## src/rtl/expr_pkg.sv

```systemverilog
// Shared constants and state type for the expression-string generator and checker benches.
package expr_pkg;

  localparam logic [7:0] ASCII_0    = 8'h30;
  localparam logic [7:0] ASCII_PLUS = 8'h2B;
  localparam logic [7:0] ASCII_MUL  = 8'h2A;

  localparam logic OP_ADD = 1'b0;
  localparam logic OP_MUL = 1'b1;

  typedef enum logic [1:0] {
    S_IDLE,
    S_DIGIT,
    S_OP,
    S_DONE
  } state_e;

endpackage

```

## src/rtl/expr_char_enc.sv

```systemverilog
// Combinational encoder: a BCD digit or an operator bit to its ASCII character.
module expr_char_enc
  import expr_pkg::*;
(
  input  logic       is_op,
  input  logic [3:0] digit,
  input  logic       op,
  output logic [7:0] ascii
);

  always_comb begin
    if (is_op) begin
      ascii = (op == OP_MUL) ? ASCII_MUL : ASCII_PLUS;
    end else begin
      ascii = ASCII_0 + {4'h0, digit};
    end
  end

endmodule

```

## src/rtl/expr_string_gen.sv

```systemverilog
// Serializes a latched operand/operator snapshot as an ASCII "d(op d)*" stream over valid/ready.
module expr_string_gen
  import expr_pkg::*;
#(
  parameter int unsigned MAX_TERMS = 4,
  parameter int unsigned TW        = $clog2(MAX_TERMS + 1)
) (
  input  logic                   clk,
  input  logic                   clr,
  input  logic                   start,
  input  logic [TW-1:0]          terms,
  input  logic [4*MAX_TERMS-1:0] digits,
  input  logic [MAX_TERMS-2:0]   ops,
  input  logic                   out_ready,
  output logic [7:0]             out,
  output logic                   out_valid,
  output logic                   busy,
  output logic                   done,
  output logic                   err
);

  state_e                 state_q, state_d;
  logic [TW-1:0]          idx_q, idx_d;
  logic [TW-1:0]          terms_q, terms_d;
  logic [4*MAX_TERMS-1:0] digits_q, digits_d;
  logic [MAX_TERMS-2:0]   ops_q, ops_d;
  logic                   err_q, err_d;

  logic       bad_digit;
  logic       req_ok;
  logic [3:0] cur_digit;
  logic       cur_op;
  logic [7:0] ascii;

  // Only the digits that will actually be emitted are range-checked.
  always_comb begin
    bad_digit = 1'b0;
    for (int unsigned k = 0; k < MAX_TERMS; k++) begin
      if ((TW'(k) < terms) && (digits[4*k +: 4] > 4'd9)) begin
        bad_digit = 1'b1;
      end
    end
  end

  assign req_ok = (terms != '0) && (terms <= TW'(MAX_TERMS)) && !bad_digit;

  always_comb begin
    cur_digit = 4'h0;
    cur_op    = OP_ADD;
    for (int unsigned k = 0; k < MAX_TERMS; k++) begin
      if (idx_q == TW'(k)) cur_digit = digits_q[4*k +: 4];
    end
    for (int unsigned k = 0; k < MAX_TERMS - 1; k++) begin
      if (idx_q == TW'(k)) cur_op = ops_q[k];
    end
  end

  always_comb begin
    state_d  = state_q;
    idx_d    = idx_q;
    terms_d  = terms_q;
    digits_d = digits_q;
    ops_d    = ops_q;
    err_d    = 1'b0;
    unique case (state_q)
      S_IDLE: begin
        if (start) begin
          if (!req_ok) begin
            err_d = 1'b1;
          end else begin
            terms_d  = terms;
            digits_d = digits;
            ops_d    = ops;
            idx_d    = '0;
            state_d  = S_DIGIT;
          end
        end
      end
      S_DIGIT: begin
        if (out_ready) begin
          state_d = (idx_q == terms_q - TW'(1)) ? S_DONE : S_OP;
        end
      end
      S_OP: begin
        if (out_ready) begin
          idx_d   = idx_q + TW'(1);
          state_d = S_DIGIT;
        end
      end
      S_DONE: state_d = S_IDLE;
      default: state_d = S_IDLE;
    endcase
  end

  always_ff @(posedge clk or posedge clr) begin
    if (clr) begin
      state_q  <= S_IDLE;
      idx_q    <= '0;
      terms_q  <= '0;
      digits_q <= '0;
      ops_q    <= '0;
      err_q    <= 1'b0;
    end else begin
      state_q  <= state_d;
      idx_q    <= idx_d;
      terms_q  <= terms_d;
      digits_q <= digits_d;
      ops_q    <= ops_d;
      err_q    <= err_d;
    end
  end

  expr_char_enc u_enc (
    .is_op (state_q == S_OP),
    .digit (cur_digit),
    .op    (cur_op),
    .ascii (ascii)
  );

  // Outputs decode straight from state so a clr abort clears them without waiting for an edge.
  assign out_valid = (state_q == S_DIGIT) || (state_q == S_OP);
  assign out       = out_valid ? ascii : 8'h00;
  assign busy      = (state_q != S_IDLE);
  assign done      = (state_q == S_DONE);
  assign err       = err_q;

endmodule

```

## config.mk

```make
export PLATFORM = sky130hd
export DESIGN_NAME = expr_string_gen
export DESIGN_NICKNAME = d
export VERILOG_FILES = /design/src/rtl/expr_pkg.sv /design/src/rtl/expr_char_enc.sv /design/src/rtl/expr_string_gen.sv
export SDC_FILE = /design/constraint.sdc
export NUM_CORES = 1
export LEC_CHECK = 0
export ABC_AREA = 1
export CORE_MARGIN = 1
export CORE_UTILIZATION = 50
export CTS_BUF_LIST = sky130_fd_sc_hd__clkbuf_2
export DETAILED_ROUTE_END_ITERATION = 8
export PLACE_DENSITY = 0.87
export SYNTH_ARGS = -nofsm -noshare
export SYNTH_HDL_FRONTEND = slang
export SYNTH_SLANG_ARGS = --single-unit
```

## constraint.sdc

```tcl
create_clock -name clk -period 2.24 [get_ports clk]
set_clock_uncertainty 0.2 [all_clocks]
set_input_delay 0.672 -clock clk [delete_from_list [all_inputs] [get_ports clk]]
set_output_delay 0.672 -clock clk [all_outputs]
set_load 0.02 [all_outputs]
```

# After elaboration in Yosys (flattened, before gate mapping)
# Cells that the tools add are included.
# Widths: inputs -> output; s select.
# word_totals
reg_bits,28
input_bits,26
# classes
reduce_logical,16
order_cmp,9
mux,27
n_eq_ne,11
n_addsub,3
# ops
operator,count
$gt 4x4->1 const B,4
$mux 4,4
$mux 1,12
$mux 3,3
$mux 2,4
$mux 8,1
$ne 2x2->1 const B,4
$pmux 2 s4,1
$reduce_and 4->1,2
$add 6x4->7 const A,1
$mux 7,1
$eq 3x2->1 const B,2
$logic_and 1x1->1,6
$lt 1x3->1 const A,2
$lt 2x3->1 const A,2
$pmux 3 s2,1
$eq 2x2->1 const B,2
$reduce_bool 2->1,2
$add 3x1->3 const B,1
$eq 3x1->1 const B,1
$eq 3x3->1,1
$le 3x3->1 const B,1
$logic_not 3->1,1
$reduce_and 3->1,1
other kinds (6),6

# Logic depth before layout (Yosys ltp)
# logic_depth
ltp_word,11
depth_mapped,10
ltp_nobuf,10

# Hierarchy
# A second synthesis with hierarchy kept.
# unflattened
cells_unflattened,241
hier_area_um2,1783.0
# by_module_without_submodules
module,area_each_um2,n_inst,cells_per_inst
expr_string_gen,1714.1,1,227
expr_char_enc,68.8,1,14

# Worst setup path before layout
# No wires, ideal clock.
# synth_timing
path_type,flip-flop to output port
from,register idx_q[1]
to,output out[3]
path_stages_with_launch,9
slack_ns,-0.091
required_time_ns,1.368
arrival_time_ns,1.459
path_cell_list,dfrtp_1 -> inv_1 -> ha_1 -> inv_1 -> nor2_1 -> nand2_1 -> o211ai_1 -> o211ai_1 -> a21oi_1
# synth_between
elab_chain_cells,8
# synth_lines
item,line_no,source
"start, declared",expr_string_gen.sv:23,"logic [TW-1:0] idx_q, idx_d;"
"start signal, assigned",expr_string_gen.sv:105,idx_q <= idx_d;
$logic_not 3->1,expr_string_gen.sv:51,if (idx_q == TW'(k)) cur_digit = digits_q[4*k +: 4];
$mux 4 (3 in series),expr_string_gen.sv:51,
$mux 4 *,expr_string_gen.sv:51,
$add 6x4->7 *,expr_char_enc.sv:15,"ascii = ASCII_0 + {4'h0, digit};"
$mux 7 *,expr_char_enc.sv:12,if (is_op) begin
$mux 8 *,expr_string_gen.sv:122,assign out = out_valid ? ascii : 8'h00;
"end, declared",expr_string_gen.sv:15,"output logic [7:0] out,"
# Mark *: on every way between the ends. The rest lies on a longest branch, timed or not.

# Worst setup path after layout
# layout_timing
from,register idx_q[1]
to,output out[0]
# layout_between
elab_chain_cells,8
# layout_lines
item,line_no
$logic_not 3->1,"expr_string_gen.sv:51, expr_string_gen.sv:54"
$mux 4 (4 in series),expr_string_gen.sv:51
$add 6x4->7,expr_char_enc.sv:15
$mux 7 *,expr_char_enc.sv:12
$mux 8 *,expr_string_gen.sv:122
# Marks and branches as above.

==> run_results.csv <==
group,metric,value,unit
status,status,"finished with violations",
status,violations,"negative setup slack",
critical_path,worstPathMaxFanout,5,
synthesis,netlist_instances,223,
place,dp_cells,323,
detailed_routing,dr.pass1.iters,4,
power,power.total,3.34,mW
critical_path,slowest_delay,0.51,ns
sta,post-route-min-period,2.88,ns
power,peakVddDrop,0.740,mV
synthesis,ys_seq_area_share,40.8,%
final_layout,drive_above_1_share,31.0,%
global_route,grt_use_total,27.4,%
synthesis,synth_top_cell_area_share,40.8,%
clock_tree,path_clk_slew,0.25,ns
floorplan,die_h,60.6,microns
synthesis,avgSynthCellArea,7.71,sq um
global_route,grt_pass1_wl,7390,microns
power,power_frac_seq,26.8,%
clock_tree,clock_latency,0.37,ns
synthesis,synth_edf_count,0,
sta,rsz0062_at_grt,"yes",
floorplan,chipWidth,60.6,microns
floorplan,dieArea,3680,sq um
detailed_routing,vias_per_cell,5.36,
run,maxCapViolCount,0,
place,pre_cts_slack,-0.624,ns
clock_tree,cts-root-buf,"clkbuf_2",
critical_path,setup.worst_path.end_class,"primary output",
clock_tree,tritoncts,"done",
sta,max_freq,347,MHz
floorplan,start_util,54.5,%
synthesis,yosysTopAreaCell,"dfrtp_1",
clock_tree,cts_max_path_buffers,2,
power,leakagePower,1.31,nW
final_layout,fillers,196,
clock_tree,cts_buffers,3,
power,clkPwrFrac,5.5,%
power,p_sw,1.51,mW
power,power_density,1300,nW/um^2
synthesis,synth_common_cells,"nand2_1 (67), dfrtp_1 (28), inv_1 (28), o21ai_0 (14)",
final_layout,final_nets,333,
synthesis,synth-seq-cells,28,
place,port_buffers,35,
power,combPwrFrac,67.7,%
sta,hold_violations,0,
synthesis,synthTopCellsByArea,"dfrtp_1 (41%), nand2_1 (15%), ha_1 (8.0%), inv_1 (6.1%), o21ai_0 (4.1%)",
floorplan,num_rows,20,
critical_path,cp_data_required_time,1.37,ns
global_route,grt-ovfl-total,0,
hold_path,hold_depth,2,
sta,drv_slew,0,
critical_path,reg2regPathDepth,8,
place,gp_congestion,0.845,
synthesis,yosysWarnings,0,
detailed_routing,vias,1813,
critical_path,path_cells,"inv_4, ha_4, inv_4, nor2_4, nand2_1, o21ai_1, nand2_1, nand3_2, a21oi_2, nor2_2, buf_6",
synthesis,syn_area,1720,sq um
detailed_routing,wire_per_inst,14.8,microns
power,p_sw_share,45.1,%
global_route,grt_max_degree,29,
floorplan,core,3150,sq um
critical_path,worstSetupPathType,"reg -> out",
clock_tree,clock-sinks,28,
synthesis,synth_ff_type,"dfrtp_1",
global_route,antenna_found_initial,0,
critical_path,cp.arrival,2.01,ns
place,hpwl,3200,microns
detailed_routing,ant_nets,0,
critical_path,start_kind,"flip-flop",
final_layout,instances_no_fill,338,
global_route,grt_pass1_vias,1671,
synthesis,synth_cell_type_count,26,
sta,timing.final.crit_share,129,%
detailed_routing,drtIter0Drc,142,
critical_path,cpMaxStageDelayCell,"dfrtp_2",
detailed_routing,drc,0,
synthesis,yosysMostFrequentCell,"nand2_1",
clock_tree,htree_levels,1,
synthesis,async_flop_share,100,%
sta,fin_ws,-0.642,ns
detailed_routing,routed_wl,5020,microns
final_layout,syn2layout_area_growth,50.0,%
floorplan,boundaryPins,38,
sta,finalSetupViolCount,7,
final_layout,antenna_cells,0,
hold_path,hp-class,"reg -> reg",
power,intPower,1.83,mW
[power groups by stage]
stage,Combinational (mW),Clock [mW],Sequential [mW]
2_1_floorplan,1.11,0,0.859
3_3_place_gp,1.73,0,0.877
3_5_place_dp,1.79,0,0.885
4_1_cts,2.04,0.186,0.875
5_1_grt,2.44,0.208,0.916
6_report,2.26,0.183,0.895
[worst paths after layout]
kind                                            endpoint                startpoint  slack (ns)
worst max-delay path                              out[0]      idx_q[1]$_DFFE_PP0P_       -0.64
worst min-delay path            digits_q[10]$_DFFE_PP0P_  digits_q[10]$_DFFE_PP0P_        0.33
worst max register to register   digits_q[7]$_DFFE_PP0P_    state_q[1]$_DFFE_PP0P_        0.25
worst min register to register  digits_q[10]$_DFFE_PP0P_  digits_q[10]$_DFFE_PP0P_        0.33
max in group asynchronous           idx_q[1]$_DFFE_PP0P_                       clr        1.14
min in group asynchronous       digits_q[11]$_DFFE_PP0P_                       clr        0.42
[logic make-up (layout without fill, tap and decap cells)]
| kind of cell | after synthesis | count (layout) | synth area share, % |
|---|---|---|---|
| compound gates | 46 | 46 | 15.1 |
| other cells | 1 | 2 | 0.218 |
| buf+inv | 40 | 108 | 11.1 |
| fa+ha+maj | 11 | 11 | 8.01 |
| simple gates | 97 | 99 | 24.8 |
| flops | 28 | 28 | 40.8 |
[critical path: cells and delay by family, from the launching register on]
family                   cells  cell delay [ns]
flip-flops                   1             0.51
buffers and inverters        3             0.27
adder cells (fa/ha/maj)      1             0.14
AND/OR/NAND/NOR              5             0.55
AO/OA/AOI/OAI                2             0.17
[routing by layer]
metal	global-route usage [%]	up-vias	wire, microns
met5	0	-	0
met4	8.12	0	91
met3	3.20	11	277
met2	48.5	78	2640
met1	35.3	860	2010
li1	-	864	-
[through the flow]
| step | hold WS, ns | utilization (%) | instance area [sq um] | TNS, ns |
|---|---|---|---|---|
| 2_1_floorplan | 0.244 | - | 1740 | 0 |
| 3_3_place_gp | 0.270 | 73.5 | 2320 | -8.45 |
| 3_5_place_dp | 0.279 | 73.5 | 2320 | -9.37 |
| 4_1_cts | 0.329 | 78.3 | 2470 | -2.13 |
| 5_1_grt | 0.363 | 81.8 | 2580 | -3.22 |
| 6_report | 0.331 | 81.8 | 2580 | -2.51 |
[cells in the final DEF, fill, tap and decap left out, types with 3 or more instances in the layout]
cell type        instances
inv_2                    6
clkbuf_2                 3
o21ai_0                 13
clkdlybuf4s50_1         23
nand2_2                  5
o211ai_1                 6
dlymetal6s2s_1           3
buf_4                   35
nand2_1                 66
a21oi_2                  4
dfrtp_1                 26
nand4_1                  5
nor2_1                   5
o21a_1                   3
buf_6                   12
ha_1                     4
a21oi_1                  5
o21ai_1                 12
ha_4                     6
nand3_1                  8
inv_4                    4
inv_1                   20
[registers in the layout, summed over array words and instances, names as in the netlist]
signal,count
digits_q,16
err,1
idx_q,3
terms_q,3
ops_q,3
state_q,2
[area by class of cell]
type                    instances  area, sq um  area share (%)
inverters                      30          123            4.75
flip-flops and latches         28          703            27.3
multi-input cells             158          977            37.9
clock buffers                   3         15.0           0.582
repair buffers                 75          706            27.4
well taps                      44         55.1            2.13
[what timing repair did]
item | 4_1_cts | 5_1_grt
gates cloned | 1 | 1
setup buffers | 4 | 6
hold buffers | 0 | 0
resized for setup | 78 | 18
endpoints found under the setup margin | 9 | 15
pin swaps | 7 | 12
Note: power is estimated with default switching activity, not from simulation.
